--- config.mk ---
export PLATFORM = sky130hd
export DESIGN_NAME = eth_phy_mdio_ctrl
export DESIGN_NICKNAME = d
export VERILOG_FILES = /design/src/rtl/eth_phy_mdio_ctrl.sv
export SDC_FILE = /design/constraint.sdc
export NUM_CORES = 1
export LEC_CHECK = 0
export ABC_AREA = 1
export BUFFER_PORTS_ARGS = -buffer_cell sky130_fd_sc_hd__buf_2
export CORE_MARGIN = 1
export CORE_UTILIZATION = 60
export DETAILED_ROUTE_END_ITERATION = 10
export PLACE_DENSITY_LB_ADDON = 0.12
export SYNTH_ARGS = -nofsm -noshare
export SYNTH_HDL_FRONTEND = slang
export SYNTH_SLANG_ARGS = --single-unit
--- constraint.sdc ---
create_clock -name clock -period 2.9 [get_ports clock]
set_input_delay 0.145 -clock clock [delete_from_list [all_inputs] [get_ports clock]]
set_output_delay 0.145 -clock clock [all_outputs]
set_load 0.05 [all_outputs]
--- src/rtl/eth_phy_mdio_ctrl.sv ---
// Clause-22 MDIO management controller for the SGMII PHY: hardware-reset
// sequencing, three fixed configuration writes, then periodic reads of reg 1.
module eth_phy_mdio_ctrl #(
    parameter int         CLK_DIV       = 50,
    parameter logic [4:0] PHY_ADDR      = 5'd7,
    parameter int         RESET_HOLD    = 200000,
    parameter int         RESET_WAIT    = 1000000,
    parameter int         POLL_INTERVAL = 5000000
) (
    input  logic        clock,
    input  logic        reset,
    input  logic        restart,
    output logic        eth_reset_n,
    output logic        eth_mdc,
    output logic        eth_mdio_o,
    input  logic        eth_mdio_i,
    output logic        eth_mdio_t,
    output logic        init_done,
    output logic        link_up,
    output logic [15:0] phy_status,
    output logic        err
);
    localparam int TMAX_HW = (RESET_HOLD > RESET_WAIT) ? RESET_HOLD : RESET_WAIT;
    localparam int TMAX    = (TMAX_HW > POLL_INTERVAL) ? TMAX_HW : POLL_INTERVAL;
    localparam int TW      = (TMAX > 1) ? $clog2(TMAX) : 1;
    localparam int DW      = $clog2(2 * CLK_DIV);

    localparam logic [TW-1:0] HOLD_LAST  = TW'(RESET_HOLD - 1);
    localparam logic [TW-1:0] WAIT_LAST  = TW'(RESET_WAIT - 1);
    localparam logic [TW-1:0] POLL_LAST  = TW'(POLL_INTERVAL - 1);
    localparam logic [DW-1:0] DIV_SAMPLE = DW'(CLK_DIV - 1);
    localparam logic [DW-1:0] DIV_HALF   = DW'(CLK_DIV);
    localparam logic [DW-1:0] DIV_LAST   = DW'(2 * CLK_DIV - 1);
    localparam logic [5:0]    BIT_TA     = 6'd46;
    localparam logic [5:0]    BIT_LAST   = 6'd63;

    typedef enum logic [2:0] {
        ST_RST_HOLD,
        ST_RST_WAIT,
        ST_CFG,
        ST_POLL_WAIT,
        ST_POLL_RD
    } state_t;

    function automatic logic [4:0] cfg_reg(input logic [1:0] idx);
        case (idx)
            2'd0:    cfg_reg = 5'd27;
            2'd1:    cfg_reg = 5'd0;
            2'd2:    cfg_reg = 5'd4;
            default: cfg_reg = 5'd0;
        endcase
    endfunction

    function automatic logic [15:0] cfg_data(input logic [1:0] idx);
        case (idx)
            2'd0:    cfg_data = 16'h848B;
            2'd1:    cfg_data = 16'h9140;
            2'd2:    cfg_data = 16'h01E1;
            default: cfg_data = 16'h0000;
        endcase
    endfunction

    // Read frames leave TA/DATA as ones so mdio_o idles high while released.
    function automatic logic [63:0] build_frame(input logic rd, input logic [4:0] regad,
                                                input logic [15:0] data);
        build_frame = {32'hFFFF_FFFF, 2'b01, (rd ? 2'b10 : 2'b01), PHY_ADDR, regad,
                       (rd ? 18'h3_FFFF : {2'b10, data})};
    endfunction

    state_t          state_q, state_d;
    logic [TW-1:0]   tmr_q, tmr_d;
    logic [DW-1:0]   div_q, div_d;
    logic [5:0]      bit_q, bit_d;
    logic [1:0]      idx_q, idx_d;
    logic [16:0]     rd_q, rd_d;
    logic            init_q, init_d;
    logic            link_q, link_d;
    logic [15:0]     stat_q, stat_d;
    logic            err_q, err_d;
    logic            rstn_q, rstn_d;
    logic            mdc_q, mdc_d;
    logic            mdo_q, mdo_d;
    logic            mdt_q, mdt_d;
    logic            in_frame_s, frame_end_s, in_frame_d_s, rd_frame_s;
    logic [63:0]     frame_s;

    // Next-state: sequencing FSM, shared timer, bit engine and read capture.
    always_comb begin
        state_d     = state_q;
        tmr_d       = tmr_q;
        div_d       = div_q;
        bit_d       = bit_q;
        idx_d       = idx_q;
        rd_d        = rd_q;
        init_d      = init_q;
        link_d      = link_q;
        stat_d      = stat_q;
        err_d       = 1'b0;
        in_frame_s  = (state_q == ST_CFG) || (state_q == ST_POLL_RD);
        frame_end_s = in_frame_s && (bit_q == BIT_LAST) && (div_q == DIV_LAST);

        if (in_frame_s) begin
            if (div_q == DIV_LAST) begin
                div_d = '0;
                bit_d = bit_q + 6'd1;
            end else begin
                div_d = div_q + DW'(1);
            end
            // Last 17 samples end up as {TA bit 2, DATA[15:0]}.
            if (div_q == DIV_SAMPLE) begin
                rd_d = {rd_q[15:0], eth_mdio_i};
            end else begin
                rd_d = rd_q;
            end
        end else begin
            div_d = div_q;
        end

        case (state_q)
            ST_RST_HOLD: begin
                if (tmr_q == HOLD_LAST) begin
                    state_d = ST_RST_WAIT;
                    tmr_d   = '0;
                end else begin
                    tmr_d = tmr_q + TW'(1);
                end
            end
            ST_RST_WAIT: begin
                if (tmr_q == WAIT_LAST) begin
                    state_d = ST_CFG;
                    tmr_d   = '0;
                    idx_d   = 2'd0;
                    div_d   = '0;
                    bit_d   = 6'd0;
                end else begin
                    tmr_d = tmr_q + TW'(1);
                end
            end
            ST_CFG: begin
                if (frame_end_s && (idx_q == 2'd2)) begin
                    init_d  = 1'b1;
                    state_d = ST_POLL_WAIT;
                    tmr_d   = '0;
                end else if (frame_end_s) begin
                    idx_d = idx_q + 2'd1;
                end else begin
                    idx_d = idx_q;
                end
            end
            ST_POLL_WAIT: begin
                if (tmr_q == POLL_LAST) begin
                    state_d = ST_POLL_RD;
                    tmr_d   = '0;
                    div_d   = '0;
                    bit_d   = 6'd0;
                end else begin
                    tmr_d = tmr_q + TW'(1);
                end
            end
            ST_POLL_RD: begin
                if (frame_end_s && rd_q[16]) begin
                    state_d = ST_POLL_WAIT;
                    err_d   = 1'b1;
                    link_d  = 1'b0;
                end else if (frame_end_s) begin
                    state_d = ST_POLL_WAIT;
                    stat_d  = rd_q[15:0];
                    link_d  = rd_q[2];
                end else begin
                    state_d = ST_POLL_RD;
                end
            end
            default: begin
                state_d = ST_RST_HOLD;
                tmr_d   = '0;
            end
        endcase

        if (restart) begin
            state_d = ST_RST_HOLD;
            tmr_d   = '0;
            div_d   = '0;
            bit_d   = 6'd0;
            idx_d   = 2'd0;
            init_d  = 1'b0;
            link_d  = 1'b0;
            err_d   = 1'b0;
        end else begin
            err_d = err_d;
        end
    end

    // Output decode from next-state so pins line up with the bit counters.
    always_comb begin
        rd_frame_s   = (state_d == ST_POLL_RD);
        in_frame_d_s = (state_d == ST_CFG) || rd_frame_s;
        frame_s      = build_frame(rd_frame_s, rd_frame_s ? 5'd1 : cfg_reg(idx_d), cfg_data(idx_d));
        rstn_d       = (state_d != ST_RST_HOLD);
        if (in_frame_d_s) begin
            mdc_d = (div_d >= DIV_HALF);
            mdo_d = frame_s[BIT_LAST - bit_d];
            mdt_d = rd_frame_s && (bit_d >= BIT_TA);
        end else begin
            mdc_d = 1'b0;
            mdo_d = 1'b1;
            mdt_d = 1'b1;
        end
    end

    // State and output registers; reset clears status, restart keeps it.
    always_ff @(posedge clock) begin
        if (reset) begin
            state_q <= ST_RST_HOLD;
            tmr_q   <= '0;
            div_q   <= '0;
            bit_q   <= 6'd0;
            idx_q   <= 2'd0;
            rd_q    <= 17'd0;
            init_q  <= 1'b0;
            link_q  <= 1'b0;
            stat_q  <= 16'd0;
            err_q   <= 1'b0;
            rstn_q  <= 1'b0;
            mdc_q   <= 1'b0;
            mdo_q   <= 1'b1;
            mdt_q   <= 1'b1;
        end else begin
            state_q <= state_d;
            tmr_q   <= tmr_d;
            div_q   <= div_d;
            bit_q   <= bit_d;
            idx_q   <= idx_d;
            rd_q    <= rd_d;
            init_q  <= init_d;
            link_q  <= link_d;
            stat_q  <= stat_d;
            err_q   <= err_d;
            rstn_q  <= rstn_d;
            mdc_q   <= mdc_d;
            mdo_q   <= mdo_d;
            mdt_q   <= mdt_d;
        end
    end

    assign eth_reset_n = rstn_q;
    assign eth_mdc     = mdc_q;
    assign eth_mdio_o  = mdo_q;
    assign eth_mdio_t  = mdt_q;
    assign init_done   = init_q;
    assign link_up     = link_q;
    assign phy_status  = stat_q;
    assign err         = err_q;

endmodule

==> flow_metrics.tcl <==
set metrics [dict create \
    status "finished, final reports clean" \
    cp_num_buf_inv 5 \
    drc 0 \
    cap_violations 0 \
    grt_usage_pct 26.5 \
    clock-skew-final_ns 0.00764 \
    drt-vias-per-instance 5.31 \
    synthArstFlopShare_pct 0 \
    cts_max_path_buffers 2 \
    end_kind "flop" \
    power_mw 2.01 \
    layout.cells.non_filler 721 \
    crit_path_start_kind "flop" \
    synthTopCellsByArea "dfxtp_1 (39%), nand2_1 (9.1%), nor2_1 (7.2%)" \
    yosysWarnings 0 \
    hold_path_depth 3 \
    dp_hpwl_um 6630 \
    max_stage_delay_ns 0.38 \
    fmax_mhz 380 \
    min_period_over_period_pct 90.8 \
    hold_class "input port to flop" \
    drt_wl_total_um 9250 \
    timing.rr.end "eth_mdio_o" \
    fin_setup_tns_ns 0 \
    syn_avg_cell_area_sq_um 7.13 \
    drt_first_pass_iters 5 \
    vias 3826 \
    r2r_cells 23 \
    critPathArrivalTime_ns 2.93 \
    netlist_area_sq_mm 0.00420 \
    n_fill_cell 549 \
    timing.rr.start "bit_q[0]" \
    synth_area_leader_cell "dfxtp_1" \
    die_h_um 85.6 \
    ir_drop_uv 367 \
    min_period_ns 2.63 \
    clock-sinks 81 \
    path_clk_slew_ns 0.09 \
    ctsHoldBuffers 0 \
    diodes 0 \
    die_w_um 85.6 \
    dr.first_iter.drc_count 222 \
    hold_path_end "rd_q[0]" \
    core_area_sq_mm 0.00679 \
    synth_top_area_share_pct 38.6 \
    p_leak_nw 2.05 \
    io_buffers 26 \
    cp.required_ns 3.19 \
    ant_nets 0 \
    setup_slack_ns 0.266 \
    grt_pass1_vias 3489 \
    placed_cells 699 \
    critical_path_class "flop to flop" \
    initial_utilization_pct 61.8 \
    postPlaceCellArea_sq_mm 0.00439 \
    place_ws_ns 0.107 \
    grt_pass1_wl_um 15800 \
    hold_violations 0 \
    maxSlewHeadroom_pct 44.9 \
    crit_chain "ha_4, nand3_2, nor2_4, inv_1, nor2_4, nand2_2, inv_1, o21ai_0, o22ai_1, nand2_1, o21ai_2, inv_1, nor2_2, inv_1, ha_2, inv_1, a21oi_2, nand2_1, nand2_1, nand2_1, nand3_1, nand3_1, nand2_1" \
    syn-num-nets 604 \
    areaGrowthSynthToFinish_pct 12.8 \
    clock_latency_ns 0.35 \
    rrSetupSlack_ns 0.27 \
    startpoint "bit_q[0]" \
    root_buffer "clkbuf_8" \
    drv_slew 0 \
    power.density_mw_per_mm2 425 \
    gp_congestion 0.892 \
    critical-path-slowest-cell "dfxtp_2" \
    fin_nets 635 \
    synth_edf_count 0 \
    synth_flop_cell "dfxtp_1" \
    cts_buffers 9 \
    rows 30 \
    worstMarginPinSlew_ns 0.826 \
    grt_overflow 0 \
    min-delay-start "eth_mdio_i" \
    grt_max_degree 36 \
    ys_seq_area_share_pct 38.6 \
    ys_seq_elements 81 \
    wl_per_cell_um 12.8 \
    design_area_sq_mm 0.00473 \
    crit_family "simple AND/OR/NAND/NOR gates" \
    path_max_fanout 3 \
    cts_max_level 3 \
    die-area_sq_mm 0.00734 \
    cts_tree "built" \
    setup_viol 0 \
    final_layout_size_suffix_gt1_share_pct 17.9 \
    yosysUniqueCellTypes 44 \
    io-pin-count 27 \
    synth_cells 589 \
    antenna_found_initial 0 \
]
[cell usage in the layout, fill, tap and decap left out, types with 3 or more instances in the layout]
cell	count
o21ai_0	45
dfxtp_1	76
buf_4	9
a21oi_1	51
nand2_2	6
dfxtp_2	3
nand4_1	6
ha_1	8
a211oi_1	4
buf_2	26
nand2_1	98
inv_2	8
nand4_2	3
nor2_1	77
nor2_4	7
nand3_2	7
clkbuf_8	11
inv_1	75
nor2_2	8
xor2_1	5
nor3_1	12
xnor2_1	3
nand3_1	38
[area by class of cell]
type	instances	area (sq um)	area share, %
well taps	96	120	2.54
inverters	84	320	6.77
flip-flops and latches	81	1630	34.5
multi-input cells	409	2250	47.5
repair buffers	35	198	4.18
clock inverters	5	61.3	1.30
clock buffers	11	151	3.20
[repair_timing]
| item | in CTS | in global routing |
|---|---|---|
| setup buffers | 0 | 6 |
| hold endpoints to repair | 0 | 0 |
| gates resized for setup | 0 | 25 |
| setup endpoints to repair | 0 | 1 |
[tightest hold or removal path: cells and delay by family]
family,cells,cell delay [ns]
buffers and inverters,1,0.08
and+or+nand+nor,2,0.13
[synthesized netlist by cell type, types with 2 or more instances]
cell	count
a211oi_1	4
a21oi_1	52
and3_1	2
buf_2	2
buf_6	2
clkbuf_1	10
dfxtp_1	81
ha_1	11
inv_1	75
inv_2	8
nand2_1	102
nand2_2	2
nand2_4	2
nand3_1	39
nand3_2	6
nand3b_1	2
nand4_1	6
nand4_2	3
nor2_1	80
nor2_2	6
nor2_4	6
nor3_1	12
nor3_2	2
nor4_1	2
o211ai_1	2
o21ai_0	46
xnor2_1	3
xor2_1	5
[flip-flops by register name, indices dropped and copies added, names as in the netlist, 2 cells and up]
signal and flops:
bit_q 6, div_q 7, idx_q 2, phy_status 16
rd_q 17, state_q 3, tmr_q 23
[metal layers]
layer  vias to the layer above  share of wire (%)  global-route usage [%]
met3                        12                5.0                    5.39
li1                       1984                  -                       -
met5                         -                  0                       0
met4                         0                1.1                    7.58
met2                        95                 47                    43.2
met1                      1735                 47                    35.6
[where the power goes]
part	total (mW)	leakage, nW	switching [mW]	internal, mW
sequential	1.11	0.656	0.00121	1.11
clock	0.865	0.110	0.415	0.450
combinational	0.0348	1.29	0.0277	0.00709
total	2.01	2.05	0.444	1.57
[logic make-up after synthesis]
kind of cell             after synthesis  share of synthesized area (%)
buffers and inverters                 99                           9.48
XOR/XNOR                               8                           1.67
adder cells (fa/ha/maj)               11                           3.28
AO/OA/AOI/OAI                        114                           14.8
AND/OR/NAND/NOR                      276                           32.2
flip-flops                            81                           38.6
[worst max-delay path by stage]
stage / endpoint / slack [ns] / cells past startpoint
floorplan: eth_mdio_o / 0.29 / 23
global placement: eth_mdio_o / 0.23 / 23
detailed placement: eth_mdio_o / 0.11 / 23
CTS: eth_mdio_o / 0.07 / 23
global route: eth_mdio_o / -0.04 / 23
finish: eth_mdio_o / 0.27 / 23
[per-stage QoR]
step | hold WS, ns | utilization [%]
floorplan | 0.287 | -
global placement | 0.394 | 64.7
detailed placement | 0.398 | 64.7
CTS | 0.0360 | 67.8
global route | 0.0633 | 69.7
finish | 0.0366 | 69.7
No activity file was read; power rests on OpenSTA's default activity.
